--- config.mk ---
export PLATFORM = sky130hd
export DESIGN_NAME = prog_loader
export DESIGN_NICKNAME = d
export VERILOG_FILES = /design/src/rtl/prog_loader_pkg.sv /design/src/rtl/prog_loader_csum.sv /design/src/rtl/prog_loader.sv
export SDC_FILE = /design/constraint.sdc
export NUM_CORES = 1
export LEC_CHECK = 0
export ABC_AREA = 1
export CAP_MARGIN = 0
export CORE_MARGIN = 2
export CORE_UTILIZATION = 50
export DETAILED_ROUTE_END_ITERATION = 8
export GPL_TIMING_DRIVEN = 0
export HOLD_SLACK_MARGIN = 0.06
export PLACE_DENSITY = 0.87
export SYNTH_ARGS = -nofsm -noshare
export SYNTH_HDL_FRONTEND = slang
export SYNTH_SLANG_ARGS = --single-unit
--- constraint.sdc ---
create_clock -name clk -period 4.6 [get_ports clk]
set_clock_uncertainty 0.05 [all_clocks]
set_input_delay 1.15 -clock clk [delete_from_list [all_inputs] [get_ports clk]]
set_output_delay 1.15 -clock clk [all_outputs]
set_load 0.01 [all_outputs]
--- src/rtl/prog_loader_pkg.sv ---
// prog_loader_pkg -- shared definitions for the program loader.
//   state_t         : loader FSM state encoding
//   DEF_MAX_WORDS   : default maximum words per load
//   DEF_BASE_ADDR   : default byte address of the first word
//   word_addr()     : byte address of word k, wrapping modulo 256
package prog_loader_pkg;

   localparam int         DEF_MAX_WORDS = 128;
   localparam logic [7:0] DEF_BASE_ADDR = 8'h00;

   typedef enum logic [2:0] {
      ST_IDLE,
      ST_LEN,
      ST_DATA_LO,
      ST_DATA_HI,
      ST_CHK,
      ST_DONE,
      ST_ERR
   } state_t;

   // Words are 2 bytes wide, so word k lives at base + 2k; the 8-bit sum
   // wraps naturally past 8'hFF.
   function automatic logic [7:0] word_addr(input logic [7:0] base,
                                            input logic [7:0] idx);
      return base + {idx[6:0], 1'b0};
   endfunction

endpackage

--- src/rtl/prog_loader_csum.sv ---
// prog_loader_csum -- 8-bit running-sum accumulator with synchronous clear.
//   clk, rst : clock and asynchronous active-high reset
//   clr      : zero the sum (takes priority over en)
//   en       : add data into the sum
//   data     : byte to accumulate
//   sum      : current modulo-256 sum
module prog_loader_csum (
   input  logic       clk,
   input  logic       rst,
   input  logic       clr,
   input  logic       en,
   input  logic [7:0] data,
   output logic [7:0] sum
);

   always_ff @(posedge clk or posedge rst) begin
      if (rst)
         sum <= 8'h00;
      else if (clr)
         sum <= 8'h00;
      else if (en)
         sum <= sum + data;
   end

endmodule

--- src/rtl/prog_loader.sv ---
// prog_loader -- loads a length-prefixed byte stream into instruction memory
// while holding the CPU core in reset.
// Stream: length byte N (1..MAX_WORDS), then N little-endian 16-bit words.
// With PROG_LOADER_CHECKSUM_EN defined, one trailer byte follows the words;
// the 8-bit sum of N, every data byte and the trailer must be zero.
// Ports:
//   clk, rst      : clock, asynchronous active-high reset
//   start         : one-cycle request to begin a load (ignored mid-load)
//   in_valid/in_data/in_ready : byte stream handshake
//   im_we/im_addr/im_wdata    : registered instruction memory write port
//   cpu_rst       : holds the CPU in reset until a load completes
//   done, err     : load completed / aborted (sticky until start or rst)
//   words_loaded  : words written in the current or last load
module prog_loader
   import prog_loader_pkg::*;
#(
   parameter int         MAX_WORDS = DEF_MAX_WORDS,
   parameter logic [7:0] BASE_ADDR = DEF_BASE_ADDR
) (
   input  logic        clk,
   input  logic        rst,
   input  logic        start,
   input  logic        in_valid,
   input  logic [7:0]  in_data,
   output logic        in_ready,
   output logic        im_we,
   output logic [7:0]  im_addr,
   output logic [15:0] im_wdata,
   output logic        cpu_rst,
   output logic        done,
   output logic        err,
   output logic [7:0]  words_loaded
);

   localparam logic [8:0] MAX_W9 = 9'(MAX_WORDS);

   state_t     state;
   logic [7:0] len_q;
   logic [7:0] lo_byte;
   logic       accept;
   logic       len_bad;
   logic       last_word;
   logic       can_start;

   assign accept    = in_valid && in_ready;
   assign len_bad   = (in_data == 8'h00) || ({1'b0, in_data} > MAX_W9);
   assign last_word = ((words_loaded + 8'd1) == len_q);
   assign can_start = (state == ST_IDLE) || (state == ST_DONE) || (state == ST_ERR);

   // in_ready decodes directly from the state register, so it drops the
   // moment reset is applied and is never high while a start is pending.
   always_comb begin
      in_ready = 1'b0;
      case (state)
         ST_LEN, ST_DATA_LO, ST_DATA_HI: in_ready = 1'b1;
`ifdef PROG_LOADER_CHECKSUM_EN
         ST_CHK:                         in_ready = 1'b1;
`endif
         default:                        in_ready = 1'b0;
      endcase
   end

`ifdef PROG_LOADER_CHECKSUM_EN
   logic [7:0] csum;
   logic       csum_ok;

   // Sum covers the length byte and all data bytes; the trailer is added
   // combinationally when it arrives.
   prog_loader_csum u_csum (
      .clk  (clk),
      .rst  (rst),
      .clr  (start && can_start),
      .en   (accept && (state != ST_CHK)),
      .data (in_data),
      .sum  (csum)
   );

   assign csum_ok = ((csum + in_data) == 8'h00);
`endif

   always_ff @(posedge clk or posedge rst) begin
      if (rst) begin
         state        <= ST_IDLE;
         len_q        <= 8'h00;
         lo_byte      <= 8'h00;
         im_we        <= 1'b0;
         im_addr      <= 8'h00;
         im_wdata     <= 16'h0000;
         cpu_rst      <= 1'b1;
         done         <= 1'b0;
         err          <= 1'b0;
         words_loaded <= 8'h00;
      end else begin
         im_we <= 1'b0;
         case (state)
            ST_IDLE, ST_DONE, ST_ERR: begin
               if (start) begin
                  state        <= ST_LEN;
                  done         <= 1'b0;
                  err          <= 1'b0;
                  words_loaded <= 8'h00;
                  cpu_rst      <= 1'b1;
               end else if (state == ST_DONE) begin
                  // Flags follow the state by one cycle, which places done
                  // one cycle after the final write strobe.
                  done    <= 1'b1;
                  cpu_rst <= 1'b0;
               end else if (state == ST_ERR) begin
                  err <= 1'b1;
               end
            end
            ST_LEN: begin
               if (accept) begin
                  if (len_bad) begin
                     state <= ST_ERR;
                  end else begin
                     len_q <= in_data;
                     state <= ST_DATA_LO;
                  end
               end
            end
            ST_DATA_LO: begin
               if (accept) begin
                  lo_byte <= in_data;
                  state   <= ST_DATA_HI;
               end
            end
            ST_DATA_HI: begin
               if (accept) begin
                  im_we        <= 1'b1;
                  im_addr      <= word_addr(BASE_ADDR, words_loaded);
                  im_wdata     <= {in_data, lo_byte};
                  words_loaded <= words_loaded + 8'd1;
                  if (last_word) begin
`ifdef PROG_LOADER_CHECKSUM_EN
                     state <= ST_CHK;
`else
                     state <= ST_DONE;
`endif
                  end else begin
                     state <= ST_DATA_LO;
                  end
               end
            end
`ifdef PROG_LOADER_CHECKSUM_EN
            ST_CHK: begin
               if (accept)
                  state <= csum_ok ? ST_DONE : ST_ERR;
            end
`endif
            default: state <= ST_IDLE;
         endcase
      end
   end

endmodule

# Word level (Yosys, flattened, before mapping)
# Index checks and enable logic that the tools add are counted.
op_classes:
  n_reduce_logical: 16
  eq_ne: 11
  bitwise_logic: 1
  n_mux: 20
  n_lt_le_gt_ge: 1
  add_sub_neg: 1
op_table:
  columns: ["operator", "n"]
  rows:
  - ["$mux W3", 6]
  - ["$mux W8", 2]
  - ["$pmux W8 S2", 1]
  - ["$pmux W3 S4", 1]
  - ["$mux W1", 10]
  - ["$ne A2 B2 Y1 const B", 5]
  - ["$reduce_and A3 Y1", 3]
  - ["$add A8 B1 Y8 const B", 1]
  - ["$eq A8 B8 Y1", 1]
  - ["$gt A8 B8 Y1 const B", 1]
  - ["$logic_not A8 Y1", 1]
  - ["$eq A3 B2 Y1 const B", 2]
  - ["$eq A3 B3 Y1 const B", 2]
  - ["$reduce_and A2 Y1", 3]
  - ["$reduce_bool A2 Y1", 3]
  - ["$reduce_or A3 Y1", 2]
  - ["$reduce_and A4 Y1", 1]
  - ["$eq A3 B1 Y1 const B", 1]
  - ["$logic_not A3 Y1", 1]
  - ["$logic_and A1 B1 Y1", 1]
  - ["$logic_or A1 B1 Y1", 1]
  - ["$not A1 Y1", 1]
totals:
  wordCells: 60
  out_inout_bits: 37
  input_bits: 12
  ff_bits: 54

# Logic depth before layout (Yosys ltp)
depth:
  depth_word: 6
  ltp_mapped: 14

# Worst setup path after synthesis
# Ideal clock, no wire load.
synth_path:
  kind: "input -> register"
  startpoint: "input in_data[6]"
  endpoint: "register len_q[0]"
  slack_ns: 2.361
  arrival_ns: 2.070
  n_path_buf: 1
  t_required_ns: 4.431
  cell_stages: 7
  cell_sequence: "inv_1 > nand3_1 > o21ai_0 > nand4_2 > buf_6 > nand2_1 > o21ai_2"
synth_via:
  elab_chain_cells: 4
  elab_cells_between_ends: 5
  cone_classes: "order compare (1); bitwise (1); reduce/logical (3)"
synth_lines:
  columns: ["element", "line_no", "rtl"]
  rows:
  - ["start, declared", "prog_loader.sv:24", "input logic [7:0] in_data,"]
  - ["$gt A8 B8 Y1 / $logic_not A8 Y1 (equally long branches)", "prog_loader.sv:46", "assign len_bad = (in_data == 8'h00) || ({1'b0, in_data} > MAX_W9);"]
  - ["$logic_or A1 B1 Y1 *", "prog_loader.sv:46", null]
  - ["$not A1 Y1 (no source line) *", null, null]
  - ["$reduce_and A3 Y1 (no source line) *", null, null]
  - ["end signal, assigned", "prog_loader.sv:117", "len_q <= in_data;"]
  - ["end, declared", "prog_loader.sv:38", "logic [7:0] len_q;"]
# Mark *: on every way between the ends. The rest lies on a longest branch, timed or not.
# A chain may end at the register's enable or synchronous reset.

# Worst setup path in the final report
layout_path:
  startpoint: "register state[0]"
  endpoint: "output in_ready"
layout_via:
  elab_chain_cells: 3
  elab_cells_between_ends: 5
  cone_classes: "eq/ne (3); mux (1); reduce/logical (1)"
layout_lines:
  columns: ["element", "line_no", "rtl"]
  rows:
  - ["start, declared", "prog_loader.sv:37", "state_t state;"]
  - ["start signal, assigned", "prog_loader.sv:83", "state <= ST_IDLE;"]
  - ["start signal, assigned", "prog_loader.sv:98", "state <= ST_LEN;"]
  - ["start signal, assigned", "prog_loader.sv:115", "state <= ST_ERR;"]
  - ["$eq A3 B2 Y1 / $eq A3 B1 Y1 (equally long branches)", "prog_loader.sv:54", "case (state)"]
  - ["$reduce_or A3 Y1 *", "prog_loader.sv:54", null]
  - ["$mux W1 *", "prog_loader.sv:54", null]
  - ["end, declared", "prog_loader.sv:25", "output logic in_ready,"]
# Marks and branches as above.

==> results.ini <==
[job]
maxCapViolations=0

[floorplanning]
dieArea_sq_um=5720
core_area_sq_um=5040
initial_core_util=0.508
io_pins=49
rows=26
die_x_um=75.6
die_y_um=75.6

[sta]
final_max_slew_viol_count=0
hold_violations=0
final-setup-viol-count=0
rsz0062_at_grt=no
finalCritPeriodShare=0.672
fmax_mhz=323
timing.hold.ws_ns=0.428
setup_slack_ns=1.51
tns_ns=0
period_minus_slack_ns=3.09

[drt]
drt_wl_total_um=5740
num_vias=2269
dr.pass1.iters=4
wire_per_inst_um=13.0
drc=0
detail_route.vias_per_cell=5.15
antenna_left=0
drt-initial-drc-count=202

[grt]
grt_usage=0.233
grt_pass1_vias=2239
grt-ovfl-total=0
antenna_found_initial=0
grt_max_degree=44
grt_pass1_wl_um=10100

[clock_network]
clockBufferDepth=2
cts_made_buffers=5
clk_pin_slew_ns=0.10
clk_latency_ns=0.31
post_cts_buffers=0
cts_tree=yes
cts_num_sinks=54
postCtsResizedCells=0
root_buffer=clkbuf_8
htreeDepth=2
ctsHoldBuffers=0

[synthesis]
synthTopCellsByArea=dfrtp_1 (52%), nand2_1 (16%), nand3_1 (4.9%)
yosysUniqueCellTypes=31
synthTopCellsByCount=nand2_1 (110), dfrtp_1 (53), inv_1 (33)
ys_ff_latch=54
synth_area_per_cell_sq_um=8.14
yosysSeqAreaShare=0.528
synth_cells=315
ys_warn_count=0
synth_edf_count=0
syn_area_sq_um=2560
yosysMostFrequentCell=nand2_1
synth_top_area_cell=dfrtp_1
synthArstFlopShare=1.00
synthDominantCellAreaShare=0.517
synth_top_flop_cell=dfrtp_1
syn-num-nets=328

[power_and_ir_drop]
fin_total_pwr_mw=1.89
leakage_nw=1.58
power_density_nw_per_um2=582
vdd_drop_max_mv=0.370

[setup_path]
start_kind=register
r2r_slack_ns=2.73
end_kind=primary output
cp_max_fo=4
path_class=reg -> out
critPathRequiredTime_ns=3.40
critPathArrivalTime_ns=1.89

[placement]
place_congestion=0.893
place_ws_ns=1.66
dpl_cell_area_sq_um=3140
dp_cells=433
post-dp-hpwl_um=4370
io_buffer_count=47

[cells_and_area]
fin_nets=383
synthToLayoutAreaGrowth_pct=26.5
final_area_sq_um=3240
fillers=432
diodes=0
fin_cells=441
drive_gt1_frac=0.116
finalCoreUtilization=0.643

[run_status]
status=completed

[min_path]
holdCritPathClass=reg -> reg

## critical path, stage by stage (launching register included)
cell and delay, ns:
dfrtp_1 0.41, inv_1 0.13, nor3_1 0.33, inv_1 0.11, nand2_1 0.09, clkdlybuf4s50_1 0.53
## power breakdown
part	total, mW	switching, mW	internal [mW]
logic	0.819	0.444	0.375
registers	0.784	0.131	0.653
clock network	0.284	0.160	0.124
total	1.89	0.735	1.15
## per-layer routing
layer / routed length (um) / GRT usage / up-vias
met5: 0 / 0 / -
met1: 2540 / 0.298 / 1091
li1: - / - / 1112
met4: 89 / 0.0916 / 0
met2: 2880 / 0.390 / 58
met3: 228 / 0.0463 / 8
## state kept, by name (all words and copies together) (netlist names)
name	flops
cpu_rst	1
im_addr	7
im_we	1
words_loaded	8
state	3
err	1
done	1
lo_byte	8
im_wdata	16
len_q	8
## cell type report
cell class | count | area, sq um | area share
flip-flops and latches | 54 | 1350 | 0.417
multi-input cells | 214 | 1020 | 0.314
repair buffers | 48 | 490 | 0.151
inverters | 39 | 146 | 0.0452
well taps | 70 | 87.6 | 0.0270
clock buffers | 6 | 82.6 | 0.0255
plain buffers | 8 | 47.5 | 0.0147
clock inverters | 2 | 17.5 | 0.00540
## final timing paths
kind	from	endpoint	cells after the start
max	state[0]	in_ready	5
min	im_wdata[0]	im_wdata[0]	2
max reg2reg	words_loaded[0]	state[1]	12
min reg2reg	im_wdata[0]	im_wdata[0]	2
max in group asynchronous	rst	cpu_rst	3
min in group asynchronous	rst	words_loaded[1]	2
## cell families (layout without fill, tap and decap cells)
| logic type | count (synthesis) | in the layout | synth area share |
|---|---|---|---|
| compound gates | 50 | 50 | 0.109 |
| xor+xnor | 2 | 2 | 0.00683 |
| fa+ha+maj | 1 | 1 | 0.00488 |
| buf+inv | 47 | 103 | 0.0756 |
| flops | 54 | 54 | 0.528 |
| other cells | 1 | 1 | 0.00146 |
| simple gates | 160 | 160 | 0.275 |
## placed cells by master, fill, tap and decap left out, types with 2 or more instances in the layout
cell             count
buf_2                5
nand2_1            110
o21ai_0             16
o21ai_2              5
nor2_1               6
clkinv_4             2
o21ai_1             20
inv_2                7
nand3_1             25
clkbuf_8             6
inv_1               32
nor2_4               3
a21oi_1              3
nor2_2               6
dfrtp_1             53
nand4_1              3
clkdlybuf4s50_1     47
o22ai_1              3
nand2_2              3
Note: power is estimated with default switching activity, not from simulation.
